==> src/rtl/gate_op_arbiter.sv <==
// Four-requester round-robin arbiter feeding a single registered bitwise-logic unit.
// The output register accepts a new request while empty or while its current result is being consumed.
module gate_op_arbiter #(
  parameter int WIDTH = 8
) (
  input  logic               clk,
  input  logic               rst_n,
  input  logic [3:0]         req_valid,
  output logic [3:0]         req_ready,
  input  logic [11:0]        req_op,
  input  logic [4*WIDTH-1:0] req_a,
  input  logic [4*WIDTH-1:0] req_b,
  output logic               rsp_valid,
  input  logic               rsp_ready,
  output logic [WIDTH-1:0]   rsp_y,
  output logic [1:0]         rsp_id,
  output logic               rsp_err
);

  typedef enum logic {EMPTY = 1'b0, FULL = 1'b1} state_t;

  state_t           state_r, state_nxt_s;
  logic [1:0]       rr_ptr_r;
  logic [1:0]       idx_s;
  logic [1:0]       win_s;
  logic [31:0]      win_i_s;
  logic             found_s;
  logic             load_en_s;
  logic             accept_s;
  logic [2:0]       win_op_s;
  logic [WIDTH-1:0] win_a_s;
  logic [WIDTH-1:0] win_b_s;
  logic [WIDTH-1:0] y_r;
  logic [1:0]       id_r;
  logic             err_r;

  function automatic logic [WIDTH-1:0] gate_eval(input logic [2:0] op,
                                                 input logic [WIDTH-1:0] a,
                                                 input logic [WIDTH-1:0] b);
    case (op)
      3'b000:  gate_eval = a & b;
      3'b001:  gate_eval = a | b;
      3'b010:  gate_eval = ~(a & b);
      3'b011:  gate_eval = ~(a | b);
      3'b100:  gate_eval = a ^ b;
      3'b101:  gate_eval = ~(a ^ b);
      default: gate_eval = {WIDTH{1'b0}};
    endcase
  endfunction

  function automatic logic op_illegal(input logic [2:0] op);
    op_illegal = (op[2:1] == 2'b11);
  endfunction

  // Round-robin winner search and combinational grant; rst_n gates the grant so nothing is offered in reset.
  always_comb begin
    found_s = 1'b0;
    win_s   = rr_ptr_r;
    idx_s   = rr_ptr_r;
    for (int k = 0; k < 4; k++) begin
      idx_s = rr_ptr_r + k[1:0];
      if (!found_s && req_valid[idx_s]) begin
        found_s = 1'b1;
        win_s   = idx_s;
      end else begin
        found_s = found_s;
      end
    end
    load_en_s = (state_r == EMPTY) || rsp_ready;
    accept_s  = rst_n && load_en_s && found_s;
    req_ready = accept_s ? (4'b0001 << win_s) : 4'b0000;
    win_i_s   = {30'd0, win_s};
    win_op_s  = req_op[win_i_s*32'd3 +: 3];
    win_a_s   = req_a[win_i_s*WIDTH +: WIDTH];
    win_b_s   = req_b[win_i_s*WIDTH +: WIDTH];
  end

  // Output-register occupancy: a grant always fills it, a consume without a grant empties it.
  always_comb begin
    state_nxt_s = state_r;
    case (state_r)
      EMPTY:   state_nxt_s = accept_s ? FULL : EMPTY;
      FULL: begin
        if (accept_s) begin
          state_nxt_s = FULL;
        end else if (rsp_ready) begin
          state_nxt_s = EMPTY;
        end else begin
          state_nxt_s = FULL;
        end
      end
      default: state_nxt_s = EMPTY;
    endcase
  end

  // State, pointer and result registers.
  always_ff @(posedge clk or negedge rst_n) begin
    if (!rst_n) begin
      state_r  <= EMPTY;
      rr_ptr_r <= 2'd0;
      y_r      <= {WIDTH{1'b0}};
      id_r     <= 2'd0;
      err_r    <= 1'b0;
    end else begin
      state_r <= state_nxt_s;
      if (accept_s) begin
        rr_ptr_r <= win_s + 2'd1;
        y_r      <= gate_eval(win_op_s, win_a_s, win_b_s);
        id_r     <= win_s;
        err_r    <= op_illegal(win_op_s);
      end else begin
        rr_ptr_r <= rr_ptr_r;
        y_r      <= y_r;
        id_r     <= id_r;
        err_r    <= err_r;
      end
    end
  end

  assign rsp_valid = (state_r == FULL);
  assign rsp_y     = y_r;
  assign rsp_id    = id_r;
  assign rsp_err   = err_r;

endmodule

==> config.mk <==
export PLATFORM = sky130hd
export DESIGN_NAME = gate_op_arbiter
export DESIGN_NICKNAME = d
export VERILOG_FILES = /design/src/rtl/gate_op_arbiter.sv
export SDC_FILE = /design/constraint.sdc
export NUM_CORES = 1
export LEC_CHECK = 0
export CELL_PAD_IN_SITES_DETAIL_PLACEMENT = 0
export CELL_PAD_IN_SITES_GLOBAL_PLACEMENT = 1
export CORE_MARGIN = 3
export CORE_UTILIZATION = 24
export DETAILED_ROUTE_END_ITERATION = 8
export PLACE_DENSITY = 0.81
export SETUP_SLACK_MARGIN = 0.05
export SLEW_MARGIN = 20
export SYNTH_ARGS = -nofsm -noshare
export SYNTH_HDL_FRONTEND = slang
export SYNTH_SLANG_ARGS = --single-unit
==> constraint.sdc <==
create_clock -name clk -period 2.4 [get_ports clk]
set_clock_uncertainty 0.15 [all_clocks]
set_input_delay 0.24 -clock clk [delete_from_list [all_inputs] [get_ports clk]]
set_output_delay 0.24 -clock clk [all_outputs]
set_load 0.03 [all_outputs]
==> qor.csv, run 1 <==
metric;value;unit
outcome;complete, but fails checks;
violations;negative setup slack;
wirelength;6.925;mm
synth_area;1873;µm²
fin_ws;-223.3;ps
drcViolationCount;0;
slew_headroom;76.32;%
drive_gt1_share;38.83;%
gr-total-overflow;0;
critical_path_class;in -> reg;
synthTopCellsByArea;dfrtp_1 19%, nand2_1 14%, ha_1 13%, a21oi_1 9.9%, mux2i_1 7.5%;
period_share;109.3;%
synth_top_area_share;18.70;%
power.density;1007;nW/µm²
area_growth;110.9;%
setup_viol;8;
placed_area;3105;µm²
dp.cells;466;
cts-htree-levels;1;
ys_warn_count;0;
place.detailed.hpwl;4.636;mm
ys_seq_area_share;18.70;%
slew_viol_final;0;
final_common_cell;clkdlybuf4s50_1;
synthesis.nets;366;
row_count;31;
finalHoldViolCount;0;
clk_pin_slew_worst_paths;60;ps
period_minus_slack;2623;ps
insertedDiodeCount;0;
drt_iter0_drc;87;
die_h;94.34;µm
setup_tns;-1606;ps
design_area;3950;µm²
multi_input_area;1713;µm²
ios;99;
cap_viol_max_count;0;
syn_inst;263;
leakagePower;0.001737;µW
grt_pass1_vias;2233;
dieArea;8900;µm²
worstPathArrival;2600;ps
synth-seq-cells;14;
critical_path_required;2380;ps
hp-class;in -> async;
port_buffers;98;
fin_nets;498;
ys_types;32;
cts_buffers;3;
start_util;25.28;%
vias;2247;
cts.path.max_buffers;2;
critPathLaunchType;input pin;
grt_antenna_before_repair;0;
place.gp.congestion;0.7258;
die_w;94.34;µm
track_usage;14.83;%
final_cell_mix;90 x clkdlybuf4s50_1, 52 x nand2_1, 24 x a21oi_2, 20 x inv_1, 19 x buf_4;
rrSetupSlack;-220;ps
fmax;381.2;MHz
drt_first_pass_iters;4;
end_kind;register;
clk_latency;240;ps
max_slew.worst_pin.slew;354.1;ps
postSynthAreaPerCell;7.122;µm²
coreArea;7408;µm²
cts_num_sinks;14;
grt_start_max_net_pins;16;
vdd_drop_max;0.0005148;V
fillers;678;
drt-wirelength-per-cell;14.05;µm
holdBufCountCts;0;
yosysTopAreaCell;dfrtp_1;
viasPerCell;4.558;
seqCellArea;351.6;µm²
rsz0062_at_grt;yes;
cts-root-buf;clkbuf_8;
postLayoutCoreUtil;53.32;%
path_max_fanout;8;
grt_pass1_wl;10.67;mm
cts_tree;built;
antenna_left;0;
final_cells;493;
layout make-up:
cell class                 instances  area share, %
sequential                        14          8.901
inverter                          29          3.104
tap                               99          3.136
timing repair inverter             3          1.045
timing repair buffer             141          39.06
multi-input combinational        203          43.36
clock buffer                       4          1.394
cell usage after synthesis:
| library cell | number |
|---|---|
| xor2_1 | 8 |
| clkinv_1 | 2 |
| mux4_1 | 1 |
| nor2_1 | 19 |
| clkbuf_2 | 1 |
| buf_2 | 2 |
| buf_6 | 2 |
| ha_1 | 20 |
| inv_1 | 27 |
| mux2i_4 | 1 |
| nand3_1 | 1 |
| nor2b_2 | 1 |
| or3_1 | 1 |
| nand2b_1 | 2 |
| and2_1 | 4 |
| o221ai_1 | 1 |
| a221o_1 | 8 |
| dfrtp_1 | 14 |
| nor3b_2 | 1 |
| nand2_1 | 71 |
| nor3_1 | 1 |
| mux4_2 | 2 |
| o21ai_0 | 4 |
| mux2i_1 | 14 |
| o41ai_1 | 1 |
| o2bb2ai_1 | 1 |
| or3b_1 | 1 |
| buf_12 | 1 |
| clkbuf_1 | 11 |
| nor2b_1 | 2 |
| o2bb2ai_2 | 1 |
| a21oi_1 | 37 |
kinds of logic after synthesis:
logic type	share of synthesized area, %
compound gates	17.44
xor+xnor	3.741
fa+ha+maj	13.36
buf+inv	11.09
flops	18.70
mux	12.49
simple gates	23.18
critical path, cell delays in order:
cell and delay, ps:
dlygate4sd2_1 300, nor2b_2 180, buf_4 140, o21ai_4 140, o221ai_4 150, buf_12 180, buf_12 130, mux4_2 350
buf_12 180, mux2i_2 220, mux2i_1 110, a221o_1 260
state kept, by name, summed over array words and instances, names as in the netlist:
register,flops
rr_ptr_r,2
rsp_err,1
rsp_id,2
rsp_valid,1
rsp_y,8
report_power, final:
part           leakage (µW)  total [µW]  switching, µW  internal, µW
clock             0.0000288         230           84.4           145
combinational       0.00154        3340           1630          1710
sequential         0.000172         405           73.4           332
metal layers:
metal | share of wire (%) | global-route usage (%)
met1 | 44 | 19.44
met2 | 49 | 26.54
met3 | 6.3 | 1.753
met4 | 0.55 | 2.286
met5 | 0 | 0
metrics by stage:
step,setup slack (ps),hold WS (ps),total power (µW)
detailed placement,-678.7,323.2,2692
global route,-337.0,263.7,4315
CTS,-215.4,256.8,3594
finish,-223.3,256.8,3976
floorplan,-111.4,-205.6,1987
global placement,-594.2,318.2,2657
what timing repair did:
| action | CTS | global route |
|---|---|---|
| buffers inserted | 15 | 1 |
| pin swaps | 19 | 40 |
| gates resized for setup | 63 | 97 |
| setup endpoints to repair | 12 | 12 |
| cloned | 7 | 1 |
final timing paths:
kind	startpoint	to	cells after the start
setup reg to reg	rr_ptr_r[1]$_DFFE_PN0P_	rsp_y[2]$_DFFE_PN0P_	15
hold reg to reg	rsp_err$_DFFE_PN0P_	rsp_err$_DFFE_PN0P_	2
setup / recovery	req_valid[2]	rsp_y[6]$_DFFE_PN0P_	12
min in group clk	rsp_err$_DFFE_PN0P_	rsp_err$_DFFE_PN0P_	2
max in group asynchronous	rst_n	rr_ptr_r[1]$_DFFE_PN0P_	2
hold / removal	rst_n	rsp_id[0]$_DFFE_PN0P_	2
(Power assumes the default switching activity.)
==> inputs of run 2 (changes only) <==
- CORE_UTILIZATION: 24 -> 27
- PLACE_DENSITY: 0.81 -> 0.86
- SLEW_MARGIN: 20 -> 25
- clock period: 2.4 -> 2.5 ns (I/O delays scaled with it)
==> run 2 against run 1 <==
Effect of this change: the run still ends with negative setup slack left; register-to-register slack better by 110 ps; worst hold slack worse by 30 ps; wire length up 3.1%; non-clock buffer count down 5; power down 7.6%; sequential share of layout area up 0.67 points; via count down 1.4%; combinational power down 9.0%; clock power up 3%; die area down 10%.
==> qor.csv, run 2 (same netlist as run 1, synthesis figures left out) <==
metric;value;unit;change
outcome;complete, but fails checks;;
violations;negative setup slack;;
critPathMaxStageDelay;450;ps;+100 ps
pwr-share-comb;82.7;%;-1.3 points
rr_startpoint;rr_ptr_r[1]$_DFFE_PN0P_;;
coreArea;6531;µm²;-12%
cp_num_buf_inv;3;;-2
vias;2216;;-1.4%
track_usage;16.83;%;+2.0 points
period_share;104.7;%;
reg2reg_depth;12;;-3
swShare;44.94;%;-0.11 points
grt_start_max_net_pins;19;;+3
p_total;3674;µW;-7.6%
fmax;382.0;MHz;
setup_tns;-579.4;ps;+1026 ps
gr-total-overflow;0;;unchanged
top_usage_layer;met2;;
slew_viol_final;0;;unchanged
grt_use_met3;2.212;%;+0.46 points
place.detailed.hpwl;4.759;mm;+2.7%
row_count;29;;-6.5%
vdd_drop_max;0.0006033;V;+17%
cts-htree-levels;1;;unchanged
start_util;28.68;%;+3.4 points
largest_reg_flops;8;;unchanged
timing.rr.end;rsp_y[5]$_DFFE_PN0P_;;
rrSetupSlack;-120;ps;+110 ps
hp-class;in -> async;;
drt-wirelength-per-cell;15.42;µm;+9.8%
power_frac_seq;10.9;%;+0.7 points
slew_headroom;64.08;%;-12 points
grt_pass1_wl;10.45;mm;-2.0%
cp_top_family;compound AO/OA/AOI/OAI gates;;
end_kind;register;;
finalHoldViolCount;0;;unchanged
gr-usage-met1;22.43;%;+3.0 points
grt_antenna_before_repair;0;;unchanged
crit_slowest_cell;dfrtp_2;;
holdBufCountCts;0;;unchanged
ios;99;;unchanged
cap_viol_max_count;0;;unchanged
drt_iter0_drc;92;;+5.7%
die_w;89.29;µm;-5.4%
critical_path_class;reg -> reg;;
rsz0062_at_grt;yes;;
port_buffers;98;;unchanged
setup_viol;8;;unchanged
fin_nets;490;;-1.6%
worstPathArrival;2610;ps;about the same
drive_gt1_share;27.20;%;-12 points
period_minus_slack;2618;ps;
wirelength;7.139;mm;+3.1%
final_common_cell;clkdlybuf4s50_1;;
critPathLaunchType;register;;
cts-root-buf;clkbuf_8;;
dieArea;7973;µm²;-10%
cts_tree;built;;
cts.path.max_buffers;2;;unchanged
path_cells;buf_6, nor3_4, a21oi_4, o2bb2ai_4, buf_12, buf_4, a21oi_1, nor2_1, ha_1, xor2_1, o2bb2ai_1, a221o_1;;
crit_cells;12;;unchanged
use_met2;29.81;%;+3.3 points
viasPerCell;4.786;;+5.0%
leakagePower;0.001664;µW;-4.2%
clk_latency;250;ps;about the same
antenna_left;0;;unchanged
fin_ws;-118.0;ps;+105.3 ps
cts_buffers;3;;unchanged
drt_first_pass_iters;4;;unchanged
p_int;2023;µW;-7.4%
place.gp.congestion;0.7658;;+5.5%
max_slew.worst_pin.slew;537.6;ps;+183.6 ps
drcViolationCount;0;;unchanged
die_h;89.29;µm;-5.4%
power.switching;1651;µW;-7.8%
postLayoutCoreUtil;56.44;%;+3.1 points
path_max_fanout;11;;+3
insertedDiodeCount;0;;unchanged
power.density;996.8;nW/µm²;-0.98%
critical_path_required;2490;ps;+110 ps
grt_pass1_vias;2156;;-3.4%
area_growth;96.79;%;
clk_pin_slew_worst_paths;70;ps;about the same
cts_num_sinks;14;;unchanged
clkPwrFrac;6.4;%;+0.6 points
final_cell_mix;90 x clkdlybuf4s50_1, 69 x nand2_1, 25 x inv_1;;
run 2: worst max-delay path by stage:
stage	startpoint	end	slack (ps)
2_1_floorplan	rr_ptr_r[0]$_DFFE_PN0P_	rsp_y[4]$_DFFE_PN0P_	-10
3_3_place_gp	req_valid[3]	rsp_y[6]$_DFFE_PN0P_	-520
3_5_place_dp	req_valid[3]	rsp_y[1]$_DFFE_PN0P_	-630
4_1_cts	rr_ptr_r[1]$_DFFE_PN0P_	rsp_y[1]$_DFFE_PN0P_	-90
5_1_grt	rr_ptr_r[1]$_DFFE_PN0P_	rsp_y[5]$_DFFE_PN0P_	-230
6_report	rr_ptr_r[1]$_DFFE_PN0P_	rsp_y[5]$_DFFE_PN0P_	-120
run 2: power groups by stage:
stage                     Clock (µW)  Combinational, µW  Sequential [µW]
after floorplan                    0               1360              518
after global placement             0               2180              393
after detailed placement           0               2220              389
after CTS                        234               2720              398
after global routing             245               3280              410
final                            236               3040              401
run 2: repair_timing:
item                       4_1_cts  5_1_grt
setup endpoints to repair       12       12
gates resized for setup         37       48
gates cloned                     5        4
pin swaps                       13       21
setup buffers                    7        3
run 2: per-layer routing:
layer	routed length [µm]	part of all wire [%]
met5	0	0
met4	43	0.60
met1	3188	45
met2	3491	49
met3	415	5.8
run 2: metrics by stage:
step / area, µm² / hold WS (ps) / setup slack, ps / std cells
after floorplan: 1904 / -195.6 / -14.31 / 263
after global placement: 3082 / 318.2 / -524.5 / 442
after detailed placement: 3082 / 319.9 / -632.3 / 442
after CTS: 3457 / 247.9 / -86.94 / 458
after global routing: 3686 / 263.6 / -229.5 / 463
final: 3686 / 226.5 / -118.0 / 463
run 2: final cells by class:
cell class,instances,area [µm²]
tap,77,96.34
sequential,14,352.8
clock buffer,4,55.05
timing repair buffer,136,1514
inverter,29,121.4
multi-input combinational,203,1546
fill,593,2845
==> inputs of run 3 (changes only) <==
- CTS_CLUSTER_DIAMETER: unset -> 120
- PLACE_DENSITY: 0.86 -> 0.91
==> run 3 against run 2 <==
Effect of this change: the flow still finishes with violations (negative setup slack); non-clock buffer count decreased by 4; wire length decreased by 8.7%; maximum frequency decreased by 1.2%; register-to-register slack got worse by 30 ps; largest power group unchanged.
==> qor.csv, run 3 (same netlist as run 1, synthesis figures left out) <==
metric;value;unit;change
setup.worst_path.start;rr_ptr_r[1]$_DFFE_PN0P_;;
placed_area;3084;µm²;about the same
drt_iter0_drc;89;;-3.3%
grt_antenna_before_repair;0;;unchanged
pre_cts_ws;-686.0;ps;-53.62 ps
clk_latency;250;ps;about the same
track_usage;16.43;%;-0.40 points
coreArea;6531;µm²;unchanged
wirelength;6.519;mm;-8.7%
period_minus_slack;2649;ps;+30.91 ps
multi_input_area;1439;µm²;-7.0%
power_frac_seq;11.8;%;+0.9 points
vdd_drop_max;0.0003147;V;-48%
max_slew.worst_pin.slew;387.8;ps;-149.8 ps
cts_tree;built;;
dieArea;7973;µm²;unchanged
gr-total-overflow;0;;unchanged
cts-root-buf;clkbuf_8;;
power.switching;1454;µW;-12%
finalHoldViolCount;0;;unchanged
place.detailed.hpwl;4.788;mm;+0.61%
final_cells;459;;-0.86%
drcViolationCount;0;;unchanged
worstPathArrival;2630;ps;+20 ps
clkPwrFrac;7.1;%;+0.7 points
clk_pin_slew_worst_paths;60;ps;about the same
violations;negative setup slack;;
antenna_left;0;;unchanged
ios;99;;unchanged
row_count;29;;unchanged
final_common_cell;clkdlybuf4s50_1;;
largest_reg_flops;8;;unchanged
swShare;45.35;%;+0.41 points
port_buffers;98;;unchanged
cts_buffers;3;;unchanged
drive_gt1_share;18.32;%;-8.9 points
reg2reg_depth;10;;-2
die_w;89.29;µm;unchanged
cap_viol_max_count;0;;unchanged
setup_viol;8;;unchanged
dp.cells;442;;unchanged
rr_startpoint;rr_ptr_r[1]$_DFFE_PN0P_;;
cts.path.max_buffers;2;;unchanged
end_kind;register;;
cts-htree-levels;1;;unchanged
rrSetupSlack;-150;ps;-30 ps
leakagePower;0.001584;µW;-4.8%
fin_ws;-148.9;ps;-30.91 ps
fillers;624;;+5.2%
place.gp.congestion;0.8074;;+5.4%
slew_viol_final;0;;unchanged
path_max_fanout;8;;-3
p_int;1752;µW;-13%
drt_first_pass_iters;4;;unchanged
grt_start_max_net_pins;34;;+15
die_h;89.29;µm;unchanged
outcome;complete, but fails checks;;
cp-endpoint;rsp_y[6]$_DFFE_PN0P_;;
period_share;106.0;%;+1.2 points
critical_path_class;reg -> reg;;
pwr-share-comb;81.1;%;-1.6 points
cts_num_sinks;14;;unchanged
start_util;28.68;%;unchanged
insertedDiodeCount;0;;unchanged
slew_headroom;73.81;%;+9.7 points
seqCellArea;350.3;µm²;-0.71%
hp-class;in -> async;;
critical_path_required;2480;ps;about the same
rsz0062_at_grt;yes;;
grt_pass1_vias;2176;;+0.93%
area_growth;81.10;%;
final_cell_mix;90 x clkdlybuf4s50_1, 71 x nand2_1, 32 x a21oi_1, 27 x buf_4, 26 x inv_1;;
fmax;377.5;MHz;-1.2%
vias;2172;;-2.0%
viasPerCell;4.732;;-1.1%
critPathLaunchType;register;;
timing.rr.end;rsp_y[6]$_DFFE_PN0P_;;
design_area;3392;µm²;-8.0%
fin_nets;486;;-0.82%
grt_pass1_wl;10.32;mm;-1.3%
power.density;945.3;nW/µm²;-5.2%
drt-wirelength-per-cell;14.20;µm;-7.9%
## run 3: cell count changes in the layout (fill, tap and decap cells not counted), sizes merged
| cell | delta |
|---|---|
| buf | -1 |
| clkbuf | -4 |
| clkinv | +1 |
| dlymetal6s2s | +1 |
| inv | -1 |
## run 3: worst min path at each step
| stage | depth (start not counted) | slack, ps | from | end |
|---|---|---|---|---|
| 2_1_floorplan | 0 | -200 | rst_n | rr_ptr_r[0]$_DFFE_PN0P_ |
| 3_3_place_gp | 2 | 300 | rsp_err$_DFFE_PN0P_ | rsp_err$_DFFE_PN0P_ |
| 3_5_place_dp | 2 | 310 | rsp_err$_DFFE_PN0P_ | rsp_err$_DFFE_PN0P_ |
| 4_1_cts | 2 | 230 | rst_n | rsp_valid$_DFF_PN0_ |
| 5_1_grt | 2 | 250 | rst_n | rr_ptr_r[0]$_DFFE_PN0P_ |
| 6_report | 2 | 240 | rst_n | rsp_err$_DFFE_PN0P_ |
## run 3: through the flow
| stage | hold slack (ps) | setup TNS [ps] | util (%) | total power, µW |
|---|---|---|---|---|
| after floorplan | -195.6 | -14.31 | - | 1878 |
| after global placement | 301.2 | -5051 | 47.22 | 2555 |
| after detailed placement | 312.6 | -6311 | 47.22 | 2601 |
| after CTS | 234.0 | -798.4 | 51.46 | 3178 |
| after global routing | 250.7 | -1743 | 51.93 | 3486 |
| final | 241.4 | -1017 | 51.93 | 3207 |
## run 3: critical path, stage by stage, from the launching register on
cell and delay, ps:
dfrtp_1 400, buf_6 130, nor3_2 40, a21oi_4 160
o2bb2ai_4 150, buf_6 130, mux4_2 580, buf_12 200
mux2i_4 180, mux2i_1 120, a221o_1 270
## run 3: area by class of cell
class                   instances  area share [%]
flip-flops and latches         14           10.33
multi-input cells             203           42.42
well taps                      77           2.840
inverters                      29           3.394
clock buffers                   4           1.623
repair buffers                132           39.40
## run 3: power groups by stage
| stage | Clock (µW) | Sequential [µW] | Combinational, µW |
|---|---|---|---|
| floorplan | 0 | 518 | 1360 |
| global placement | 0 | 381 | 2170 |
| detailed placement | 0 | 379 | 2220 |
| CTS | 235 | 379 | 2560 |
| global route | 247 | 389 | 2850 |
| finish | 227 | 379 | 2600 |
## run 3: metal layers
metal	part of all wire, %	wire (µm)	GRT usage (%)
met1	44	2882	21.25
met4	1.9	121	4.601
met2	47	3040	28.40
met5	0	0	0
met3	7.3	474	2.396
## run 3: what timing repair did
| item | CTS | global route |
|---|---|---|
| pin swaps | 4 | 2 |
| hold buffers | 0 | 0 |
| endpoints found under the setup margin | 12 | 12 |
| setup buffers | 11 | 0 |
| gates resized for setup | 32 | 9 |
| endpoints found under the hold margin | 0 | 0 |
| gates cloned | 2 | 0 |
